[src/rtl/pipe_ctrl_pkg.sv]
// Shared pipeline-control definitions: stall masks, exception codes and the
// controller state encoding used by pipe_ctrl and its stall encoder.
package pipe_ctrl_pkg;

  // Stall masks: bit 0 = PC, 1 = IF/ID, 2 = ID/EX, 3 = EX/MEM, 4 = MEM/WB, 5 = WB
  localparam logic [5:0] STALL_NONE = 6'b000000;
  localparam logic [5:0] STALL_IF   = 6'b000011;
  localparam logic [5:0] STALL_ID   = 6'b000111;
  localparam logic [5:0] STALL_EX   = 6'b001111;
  localparam logic [5:0] STALL_MEM  = 6'b011111;
  localparam logic [5:0] STALL_ALL  = 6'b111111;

  localparam logic [31:0] EXC_ERET       = 32'h0000_000e;
  localparam logic [31:0] EXC_VECTOR_DEF = 32'h0000_0020;

  typedef enum logic [1:0] {
    ST_RUN      = 2'd0,
    ST_WAIT_MEM = 2'd1,
    ST_FREEZE   = 2'd2,
    ST_FLUSH    = 2'd3
  } pipe_state_t;

  // Redirect target for an accepted exception: ERET returns to EPC.
  function automatic logic [31:0] exc_target(input logic [31:0] excepttype,
                                             input logic [31:0] epc,
                                             input logic [31:0] vector,
                                             input logic [31:0] eret_code);
    return (excepttype == eret_code) ? epc : vector;
  endfunction

endpackage

[src/rtl/pipe_ctrl_if.sv]
// Handshake bundle between the pipeline stages and the central controller.
interface pipe_ctrl_if;
  logic        stallreq_if;
  logic        stallreq_id;
  logic        stallreq_ex;
  logic        stallreq_mem;
  logic [31:0] excepttype_i;
  logic [31:0] cp0_epc_i;
  logic [5:0]  stall;
  logic        flush;
  logic [31:0] new_pc;

  // master: the pipeline stages; slave: the controller
  modport master (
    output stallreq_if, stallreq_id, stallreq_ex, stallreq_mem, excepttype_i, cp0_epc_i,
    input  stall, flush, new_pc
  );

  modport slave (
    input  stallreq_if, stallreq_id, stallreq_ex, stallreq_mem, excepttype_i, cp0_epc_i,
    output stall, flush, new_pc
  );
endinterface

[src/rtl/pipe_ctrl_stall_encoder.sv]
// Priority encoder turning the four stage stall requests into a stall mask;
// the deepest requesting stage wins because it must hold everything upstream.
module stall_encoder
  import pipe_ctrl_pkg::*;
(
  input  logic       req_if,
  input  logic       req_id,
  input  logic       req_ex,
  input  logic       req_mem,
  output logic [5:0] mask
);

  always_comb begin
    mask = STALL_NONE;
    if (req_mem)     mask = STALL_MEM;
    else if (req_ex) mask = STALL_EX;
    else if (req_id) mask = STALL_ID;
    else if (req_if) mask = STALL_IF;
  end

endmodule

[src/rtl/pipe_ctrl.sv]
// Central pipeline controller: merges stall requests, sequences exception/ERET
// entry (freeze one cycle, then flush + redirect) and keeps stall/flush counters.
module pipe_ctrl
  import pipe_ctrl_pkg::*;
#(
  parameter logic [31:0] EXC_VECTOR = EXC_VECTOR_DEF,
  parameter logic [31:0] ERET_CODE  = EXC_ERET,
  parameter int          CNT_W      = 32
) (
  input  logic             clk,
  input  logic             rst,
  pipe_ctrl_if.slave       bus,
  output logic [CNT_W-1:0] stall_cycles,
  output logic [15:0]      flush_count
);

  pipe_state_t state, state_nx;
  logic [5:0]  req_mask;
  logic [5:0]  stall_mask;
  logic        flush_now;
  logic        capture;
  logic        has_exc;
  logic [31:0] target;

  function automatic logic [CNT_W-1:0] sat_inc_cnt(input logic [CNT_W-1:0] v);
    return (&v) ? v : v + {{(CNT_W-1){1'b0}}, 1'b1};
  endfunction

  function automatic logic [15:0] sat_inc16(input logic [15:0] v);
    return (&v) ? v : v + 16'd1;
  endfunction

  stall_encoder u_enc (
    .req_if  (bus.stallreq_if),
    .req_id  (bus.stallreq_id),
    .req_ex  (bus.stallreq_ex),
    .req_mem (bus.stallreq_mem),
    .mask    (req_mask)
  );

  assign has_exc = (bus.excepttype_i != 32'd0);

  always_comb begin
    state_nx   = state;
    stall_mask = req_mask;
    flush_now  = 1'b0;
    capture    = 1'b0;
    unique case (state)
      ST_RUN, ST_WAIT_MEM: begin
        // The faulting instruction's bus transaction always completes first.
        if (!has_exc) begin
          state_nx = ST_RUN;
        end else if (bus.stallreq_mem) begin
          state_nx = ST_WAIT_MEM;
        end else begin
          capture    = 1'b1;
          stall_mask = STALL_ALL;
          state_nx   = ST_FREEZE;
        end
      end
      ST_FREEZE: begin
        stall_mask = STALL_ALL;
        state_nx   = ST_FLUSH;
      end
      ST_FLUSH: begin
        stall_mask = STALL_NONE;
        flush_now  = 1'b1;
        state_nx   = ST_RUN;
      end
      default: begin
        state_nx = ST_RUN;
      end
    endcase
  end

  always_ff @(posedge clk) begin
    if (rst) state <= ST_RUN;
    else     state <= state_nx;
  end

  assign target = exc_target(bus.excepttype_i, bus.cp0_epc_i, EXC_VECTOR, ERET_CODE);

  always_ff @(posedge clk) begin
    if (rst)          bus.new_pc <= 32'd0;
    else if (capture) bus.new_pc <= target;
  end

  // Counters: stall cycles only while the pipe runs normally, flushes per pulse
  always_ff @(posedge clk) begin
    if (rst) begin
      stall_cycles <= '0;
      flush_count  <= 16'd0;
    end else begin
      if ((state == ST_RUN || state == ST_WAIT_MEM) && stall_mask[0])
        stall_cycles <= sat_inc_cnt(stall_cycles);
      if (flush_now)
        flush_count <= sat_inc16(flush_count);
    end
  end

  assign bus.stall = stall_mask;
  assign bus.flush = flush_now;

endmodule

[src/flat_wrapper.sv]
// flat-port wrapper written by rule: the top's interface ports become plain ports
module pipe_ctrl_flat import pipe_ctrl_pkg::*;
#(
  parameter logic [31:0] EXC_VECTOR = EXC_VECTOR_DEF,
  parameter logic [31:0] ERET_CODE  = EXC_ERET,
  parameter int          CNT_W      = 32
)
  (clk, rst, stall_cycles, flush_count, bus_stallreq_if, bus_stallreq_id, bus_stallreq_ex, bus_stallreq_mem, bus_excepttype_i, bus_cp0_epc_i, bus_stall, bus_flush, bus_new_pc);
  pipe_ctrl_if bus_i ();
  input  logic clk;
  input  logic rst;
  output logic [CNT_W-1:0] stall_cycles;
  output logic [15:0] flush_count;
  input wire logic [$bits(bus_i.stallreq_if)-1:0] bus_stallreq_if;
  input wire logic [$bits(bus_i.stallreq_id)-1:0] bus_stallreq_id;
  input wire logic [$bits(bus_i.stallreq_ex)-1:0] bus_stallreq_ex;
  input wire logic [$bits(bus_i.stallreq_mem)-1:0] bus_stallreq_mem;
  input wire logic [$bits(bus_i.excepttype_i)-1:0] bus_excepttype_i;
  input wire logic [$bits(bus_i.cp0_epc_i)-1:0] bus_cp0_epc_i;
  output wire logic [$bits(bus_i.stall)-1:0] bus_stall;
  output wire logic [$bits(bus_i.flush)-1:0] bus_flush;
  output wire logic [$bits(bus_i.new_pc)-1:0] bus_new_pc;
  assign bus_i.stallreq_if = bus_stallreq_if;
  assign bus_i.stallreq_id = bus_stallreq_id;
  assign bus_i.stallreq_ex = bus_stallreq_ex;
  assign bus_i.stallreq_mem = bus_stallreq_mem;
  assign bus_i.excepttype_i = bus_excepttype_i;
  assign bus_i.cp0_epc_i = bus_cp0_epc_i;
  assign bus_stall = bus_i.stall;
  assign bus_flush = bus_i.flush;
  assign bus_new_pc = bus_i.new_pc;
  pipe_ctrl #(.EXC_VECTOR(EXC_VECTOR), .ERET_CODE(ERET_CODE), .CNT_W(CNT_W)) u_core (.clk(clk), .rst(rst), .bus(bus_i), .stall_cycles(stall_cycles), .flush_count(flush_count));
endmodule
[config.mk]
export PLATFORM = sky130hd
export DESIGN_NAME = pipe_ctrl_flat
export DESIGN_NICKNAME = d
export VERILOG_FILES = /design/src/rtl/pipe_ctrl_pkg.sv /design/src/rtl/pipe_ctrl_if.sv /design/src/rtl/pipe_ctrl_stall_encoder.sv /design/src/rtl/pipe_ctrl.sv /design/src/flat_wrapper.sv
export SDC_FILE = /design/constraint.sdc
export NUM_CORES = 1
export LEC_CHECK = 0
export ABC_AREA = 0
export CAP_MARGIN = 20
export CORE_UTILIZATION = 38
export DETAILED_ROUTE_END_ITERATION = 8
export PLACE_DENSITY = 0.85
export SKIP_CTS_REPAIR_TIMING = 1
export SLEW_MARGIN = 20
export SYNTH_ARGS = -nofsm -noshare
export SYNTH_HDL_FRONTEND = slang
export SYNTH_SLANG_ARGS = --single-unit
[constraint.sdc]
create_clock -name clk -period 2.9 [get_ports clk]
set_input_delay 0.87 -clock clk [delete_from_list [all_inputs] [get_ports clk]]
set_output_delay 0.87 -clock clk [all_outputs]
set_load 0.05 [all_outputs]
---- After elaboration in Yosys (flattened, before gate mapping) ----
Index checks and enable logic that the tools add are counted.
storage, ports and cells
  logic and storage cells ................. 36
  input bits .............................. 70
  bits in registers ....................... 82
cells by class
  multiplexer cells ....................... 15
  add/sub/neg operators ................... 2
  bitwise logic cells ..................... 2
  equal/unequal tests ..................... 4
  reductions and logical operators ........ 9
operators by type and width
  cell                                                                     count
  32-bit by 1-bit adder with 32-bit output (second input constant)         1
  32-bit by 4-bit equality test with 1-bit output (second input constant)  1
  32-bit two-way mux                                                       1
  32-bit AND reduction                                                     1
  32-bit nonzero test                                                      1
  6-bit two-way mux                                                        5
  6-bit case mux with 3 select lines                                       1
  16-bit by 1-bit adder with 16-bit output (second input constant)         1
  16-bit AND reduction                                                     1
  2-bit two-way mux                                                        3
  2-bit case mux with 3 select lines                                       1
  2-bit equality test (second input constant)                              2
  1-bit two-way mux                                                        4
  2-bit AND reduction                                                      2
  2-bit by 1-bit equality test with 1-bit output (second input constant)   1
  2-bit logical NOT                                                        1
  1-bit NOT                                                                2
  2-bit OR reduction                                                       1
  1-bit logical AND                                                        1
  1-bit logical OR                                                         1

---- Depth between registers and ports, before layout ----
  word-level depth ........................ 9
  depth in mapped cells ................... 9
  mapped depth without buffers ............ 7

---- Cells and area by module ----
A second synthesis with hierarchy kept.
unflattened totals
  cell total of the unflattened synthesis .. 458
  area, all modules ....................... 3946.3 um^2
by module, submodules not included
  module         cells each  instances  area an instance (um^2)  sequential area each (um^2)
  pipe_ctrl      451         1          3900.0                   1641.6
  stall_encoder  7           1          46.3                     0.0

---- Worst setup path before layout ----
Ideal clock, no wire load.
  path type ............................... input-to-output
  start point ............................. input port bus_excepttype_i[0]
  end point ............................... output port bus_stall[1]
  setup slack ............................. -456 ps
  stages .................................. 5
  path buffers ............................ 1
  arrival time ............................ 2486 ps
  required time ........................... 2030 ps
  path through ............................ nor4_1 > nand4_1 > nor3b_1 > a31oi_1 > buf_4
between the ends
  longest elaborated chain between the ends .. 3
ends and longest elaborated chain
  element                             line                source
  from (decl)                         flat_wrapper.sv:18  input wire logic [$bits(bus_i.excepttype_i)-1:0] bus_excepttype_i;
  32-bit nonzero test                 pipe_ctrl.sv:41     assign has_exc = (bus.excepttype_i != 32'd0);
  6-bit two-way mux                   pipe_ctrl.sv:51     if (!has_exc) begin
  6-bit case mux with 3 select lines  pipe_ctrl.sv:48     unique case (state)
  to (decl)                           flat_wrapper.sv:20  output wire logic [$bits(bus_i.stall)-1:0] bus_stall;
No other way between the ends.

---- Worst setup path in the final report ----
  start point ............................. input port bus_excepttype_i[5]
  end point ............................... output port bus_stall[2]
Same word-level chain as after synthesis.

==> flow_summary.html <==
<table>
<tr><th>Metric</th><th>Value</th></tr>
<tr><th colspan="2">Logic synthesis</th></tr>
<tr><td>Count of flip-flops with a built-in enable after synthesis</td><td>0</td></tr>
<tr><td>Synthesized flop and latch total</td><td>82</td></tr>
<tr><td>Yosys warning count</td><td>0</td></tr>
<tr><td>Top-area cell type share of the netlist area</td><td>between 40 and 50%</td></tr>
<tr><td>Number of standard cells after synthesis</td><td>423</td></tr>
<tr><td>Leading cell types by total area after synthesis</td><td>sky130_fd_sc_hd__dfxtp_1 46%, sky130_fd_sc_hd__nor2_1 6.8%, sky130_fd_sc_hd__a22oi_1 6.5%</td></tr>
<tr><td>Count of cell types in the netlist</td><td>39</td></tr>
<tr><td>Mean instance size in the synthesized netlist</td><td>8.51 sq um</td></tr>
<tr><td>Cell with the most instances after synthesis</td><td>sky130_fd_sc_hd__dfxtp_1</td></tr>
<tr><td>Post-synth top cells</td><td>82 x sky130_fd_sc_hd__dfxtp_1, 65 x sky130_fd_sc_hd__nor2_1, 31 x sky130_fd_sc_hd__a22oi_1, 27 x sky130_fd_sc_hd__a21oi_1, 23 x sky130_fd_sc_hd__nand3_1</td></tr>
<tr><td>Primary flip-flop cell chosen by synthesis mapping</td><td>sky130_fd_sc_hd__dfxtp_1</td></tr>
<tr><td>Synthesized net count</td><td>between 400 and 500</td></tr>
<tr><td>Async set-reset flop share out of synthesis</td><td>0%</td></tr>
<tr><td>Post-synthesis cell type with the largest combined area</td><td>sky130_fd_sc_hd__dfxtp_1</td></tr>
<tr><td>Sequential share of the synthesized area</td><td>45.6%</td></tr>
<tr><td>Synthesized cell area</td><td>between 3000 and 4000 sq um</td></tr>
<tr><th colspan="2">Timing</th></tr>
<tr><td>Minimum clock period</td><td>3260 ps</td></tr>
<tr><td>Slew at the pin closest to its max-slew limit</td><td>546 ps</td></tr>
<tr><td>Maximum achievable frequency</td><td>307 MHz</td></tr>
<tr><td>PnR worst setup slack</td><td>-356 ps</td></tr>
<tr><td>Clock skew after layout</td><td>9.84 ps</td></tr>
<tr><td>Max_slew headroom</td><td>63.5%</td></tr>
<tr><td>Count of final hold-check violations</td><td>0</td></tr>
<tr><td>Final count of negative-setup-slack endpoints</td><td>6</td></tr>
<tr><td>Final clock period utilization by the worst path</td><td>112%</td></tr>
<tr><td>Max Transition Viols Final</td><td>0</td></tr>
<tr><td>Worst hold slack after final layout</td><td>477 ps</td></tr>
<tr><td>RSZ-0062 raised after global routing</td><td>true</td></tr>
<tr><th colspan="2">Hold path</th></tr>
<tr><td>Path type of the worst min-delay path</td><td>register to register</td></tr>
<tr><td>Count of cells along the worst hold path</td><td>2</td></tr>
<tr><th colspan="2">Floorplan</th></tr>
<tr><td>Die outline height</td><td>99.3 um</td></tr>
<tr><td>Die ar.</td><td>9860 sq um</td></tr>
<tr><td>Total core area</td><td>9200 sq um</td></tr>
<tr><td>Count of pins on the block boundary</td><td>about 160</td></tr>
<tr><td>Initial core utilization</td><td>39.1%</td></tr>
<tr><td>Die X</td><td>99.3 um</td></tr>
<tr><td># rows</td><td>35</td></tr>
<tr><th colspan="2">Clock tree</th></tr>
<tr><td>Reg clk slew, reported paths</td><td>approximately 80 ps</td></tr>
<tr><td>Root buf cell</td><td>sky130_fd_sc_hd__clkbuf_8</td></tr>
<tr><td>Number of clock sinks</td><td>between 80 and 90</td></tr>
<tr><td>Number of CTS-inserted buffers</td><td>9</td></tr>
<tr><td>Clock Path Buffers</td><td>2</td></tr>
<tr><td>Count of H-tree levels built during CTS</td><td>3</td></tr>
<tr><td>CTS tree</td><td>yes</td></tr>
<tr><td>Clk Latency, worst-skew pair</td><td>roughly 330 ps</td></tr>
<tr><th colspan="2">Placement</th></tr>
<tr><td>Count of input and output buffers</td><td>156</td></tr>
<tr><td>Standard cell area after detailed placement</td><td>5360 sq um</td></tr>
<tr><td>Final HPWL DP</td><td>7430 um</td></tr>
<tr><td>Routability Congestion</td><td>0.809</td></tr>
<tr><td>Post-place setup slack</td><td>-697 ps</td></tr>
<tr><th colspan="2">Cells and area</th></tr>
<tr><td>Number of antenna repair diodes</td><td>0</td></tr>
<tr><td>Final design area excluding fillers</td><td>5620 sq um</td></tr>
<tr><td># nets final</td><td>651</td></tr>
<tr><td>Fraction of final layout cells sized beyond drive strength 1</td><td>12.2%</td></tr>
<tr><td>Area Growth Syn to Fin</td><td>56.2%</td></tr>
<tr><td>Layout fillers</td><td>779</td></tr>
<tr><th colspan="2">Run status</th></tr>
<tr><td>Result of the run</td><td>finished, violations left</td></tr>
<tr><td>Violated checks</td><td>negative setup slack</td></tr>
<tr><th colspan="2">Drt</th></tr>
<tr><td>DR vias/cell</td><td>5.42</td></tr>
<tr><td>Residual antenna-violating net count after detailed routing</td><td>0</td></tr>
<tr><td>DRC</td><td>0</td></tr>
<tr><td>Number of DRC violations after detailed-routing iteration 0</td><td>approximately 160</td></tr>
<tr><td>Routed via count</td><td>around 3800</td></tr>
<tr><td>Wire per inst</td><td>14.8 um</td></tr>
<tr><td>Total routed wirelength</td><td>10300 um</td></tr>
<tr><td>First-pass iteration count of the detailed router</td><td>4</td></tr>
<tr><th colspan="2">Global route</th></tr>
<tr><td>Initial antenna violation count</td><td>0</td></tr>
<tr><td>Maximum number of pins on one net before global-route repair</td><td>63</td></tr>
<tr><td>Leftover overflow at the end of global routing</td><td>0</td></tr>
<tr><td>GR Layer Usage met2</td><td>35.7%</td></tr>
<tr><td>Most crowded layer after global routing</td><td>met2</td></tr>
<tr><td>Global routing met3 resource utilization</td><td>4.78%</td></tr>
<tr><td>Global-route usage over all layers</td><td>between 20% and 30%</td></tr>
<tr><td>GR Util met1</td><td>23.7%</td></tr>
<tr><td>Wire length of the first global-routing pass</td><td>16100 um</td></tr>
<tr><td>Via count of the first global-routing pass</td><td>3567</td></tr>
<tr><th colspan="2">Setup path</th></tr>
<tr><td>Critical path fanouts, max</td><td>3</td></tr>
<tr><td>FF-to-FF path depth</td><td>8</td></tr>
<tr><td>Type of element launching the critical path</td><td>primary input</td></tr>
<tr><td>Crit path required time</td><td>2030 ps</td></tr>
<tr><td>Data arrival at the endpoint of the critical path</td><td>2390 ps</td></tr>
<tr><td>Capturing element type of the critical path</td><td>output port</td></tr>
<tr><td>Class of the most critical setup path</td><td>primary input to output port</td></tr>
<tr><th colspan="2">Power and ir drop</th></tr>
<tr><td>Largest voltage drop on the vdd net</td><td>232 uV</td></tr>
<tr><td>Static leakage</td><td>about 2.1 nW</td></tr>
<tr><td>Net switching power figure</td><td>roughly 0.00054 W</td></tr>
<tr><td>Int Power</td><td>around 0.0016 W</td></tr>
<tr><td>Share of total power consumed by net switching</td><td>24.7%</td></tr>
<tr><td>Clock network fraction of design power</td><td>between 30 and 40%</td></tr>
<tr><td>Pwr Total</td><td>0.00219 W</td></tr>
<tr><td>Cell Pwr Density</td><td>about 400 nW/um^2</td></tr>
<tr><td>Sequential fraction of design power</td><td>52.3%</td></tr>
<tr><td>Share of total power in combinational logic</td><td>11.2%</td></tr>
<tr><th colspan="2">Job</th></tr>
<tr><td>Max_cap viols</td><td>0</td></tr>
</table>
==> cells in the final DEF, fill, tap and decap left out, drive strengths merged, types with 10 or more instances in the layout <==
master	n
buf	27
nand2	22
o21ai	14
xor2	16
clkdlybuf4s50	119
o31ai	10
dlymetal6s2s	19
or3	15
clkbuf	20
nand3	25
nor2	65
nand4	16
a21oi	27
or4	10
a22oi	31
dfxtp	82
==> final timing paths <==
kind | endpoint | slack (ps) | start
worst min register to register | u_core.bus.new_pc[5]$_SDFFE_PP0P_ | 480 | u_core.bus.new_pc[5]$_SDFFE_PP0P_
worst max register to register | u_core.stall_cycles[30]$_SDFFE_PP0P_ | 770 | u_core.stall_cycles[0]$_SDFFE_PP0P_
worst max-delay path | bus_stall[2] | -360 | bus_excepttype_i[5]
worst min-delay path | u_core.bus.new_pc[5]$_SDFFE_PP0P_ | 480 | u_core.bus.new_pc[5]$_SDFFE_PP0P_
==> per-layer routing <==
layer / wire length (um) / vias to the layer above
met3: 625 / 11
li1: - / 1844
met5: 0 / -
met1: 4300 / 1771
met2: 5270 / 143
met4: 110 / 0
==> per-stage QoR <==
step | std cells | setup TNS (ps) | utilization, %
CTS | 693 | -3700 | 60.3
detailed placement | 677 | -12090 | 58.3
floorplan | 423 | -230 | -
global route | 695 | -2340 | 61.1
finish | 695 | -1590 | 61.1
global placement | 677 | -8650 | 58.3
==> critical path, stage by stage <==
cell and delay (ps):
sky130_fd_sc_hd__dlymetal6s2s_1 130, sky130_fd_sc_hd__nor4_2 270, sky130_fd_sc_hd__nand4_1 130, sky130_fd_sc_hd__buf_4 180
sky130_fd_sc_hd__nor3b_4 240, sky130_fd_sc_hd__nand2_2 110, sky130_fd_sc_hd__nor3_4 230, sky130_fd_sc_hd__nor2_4 60
sky130_fd_sc_hd__buf_6 160
==> layout make-up <==
class                           instances  area, sq um  area share [%]
Tap cell                              111          139            2.47
Timing Repair Buffer                  174         1730            30.7
Sequential cell                        82         1640            29.2
Clock inverter                          5         55.1           0.980
Multi-Input combinational cell        303         1890            33.7
Clock buffer                           11          131            2.34
Inverter                                9         33.8           0.601
==> logic make-up (layout without fill, tap and decap cells) <==
group | count (synthesis) | after routing | share of synthesized area (%)
buffers and inverters | 38 | 199 | 5.18
multiplexers | 1 | 1 | 0.313
AND/OR/NAND/NOR | 191 | 191 | 27.2
AO/OA/AOI/OAI | 88 | 88 | 15.9
flip-flops | 82 | 82 | 45.6
XOR/XNOR | 21 | 21 | 5.11
adder cells (fa/ha/maj) | 2 | 2 | 0.695
==> power groups by stage <==
stage          clock (W)  sequential (W)  combinational, W
5_1_grt         0.000873         0.00115          0.000259
4_1_cts         0.000821         0.00115          0.000249
6_report        0.000799         0.00115          0.000244
2_1_floorplan          0         0.00120         0.0000816
3_3_place_gp           0         0.00117          0.000245
3_5_place_dp           0         0.00117          0.000248
==> state kept, by name, summed over array words and instances, names as in the netlist <==
name / cells
u_core.bus.new_pc: 32
u_core.stall_cycles: 32
u_core.flush_count: 16
u_core.state: 2
No activity file was read; power rests on OpenSTA's default activity.
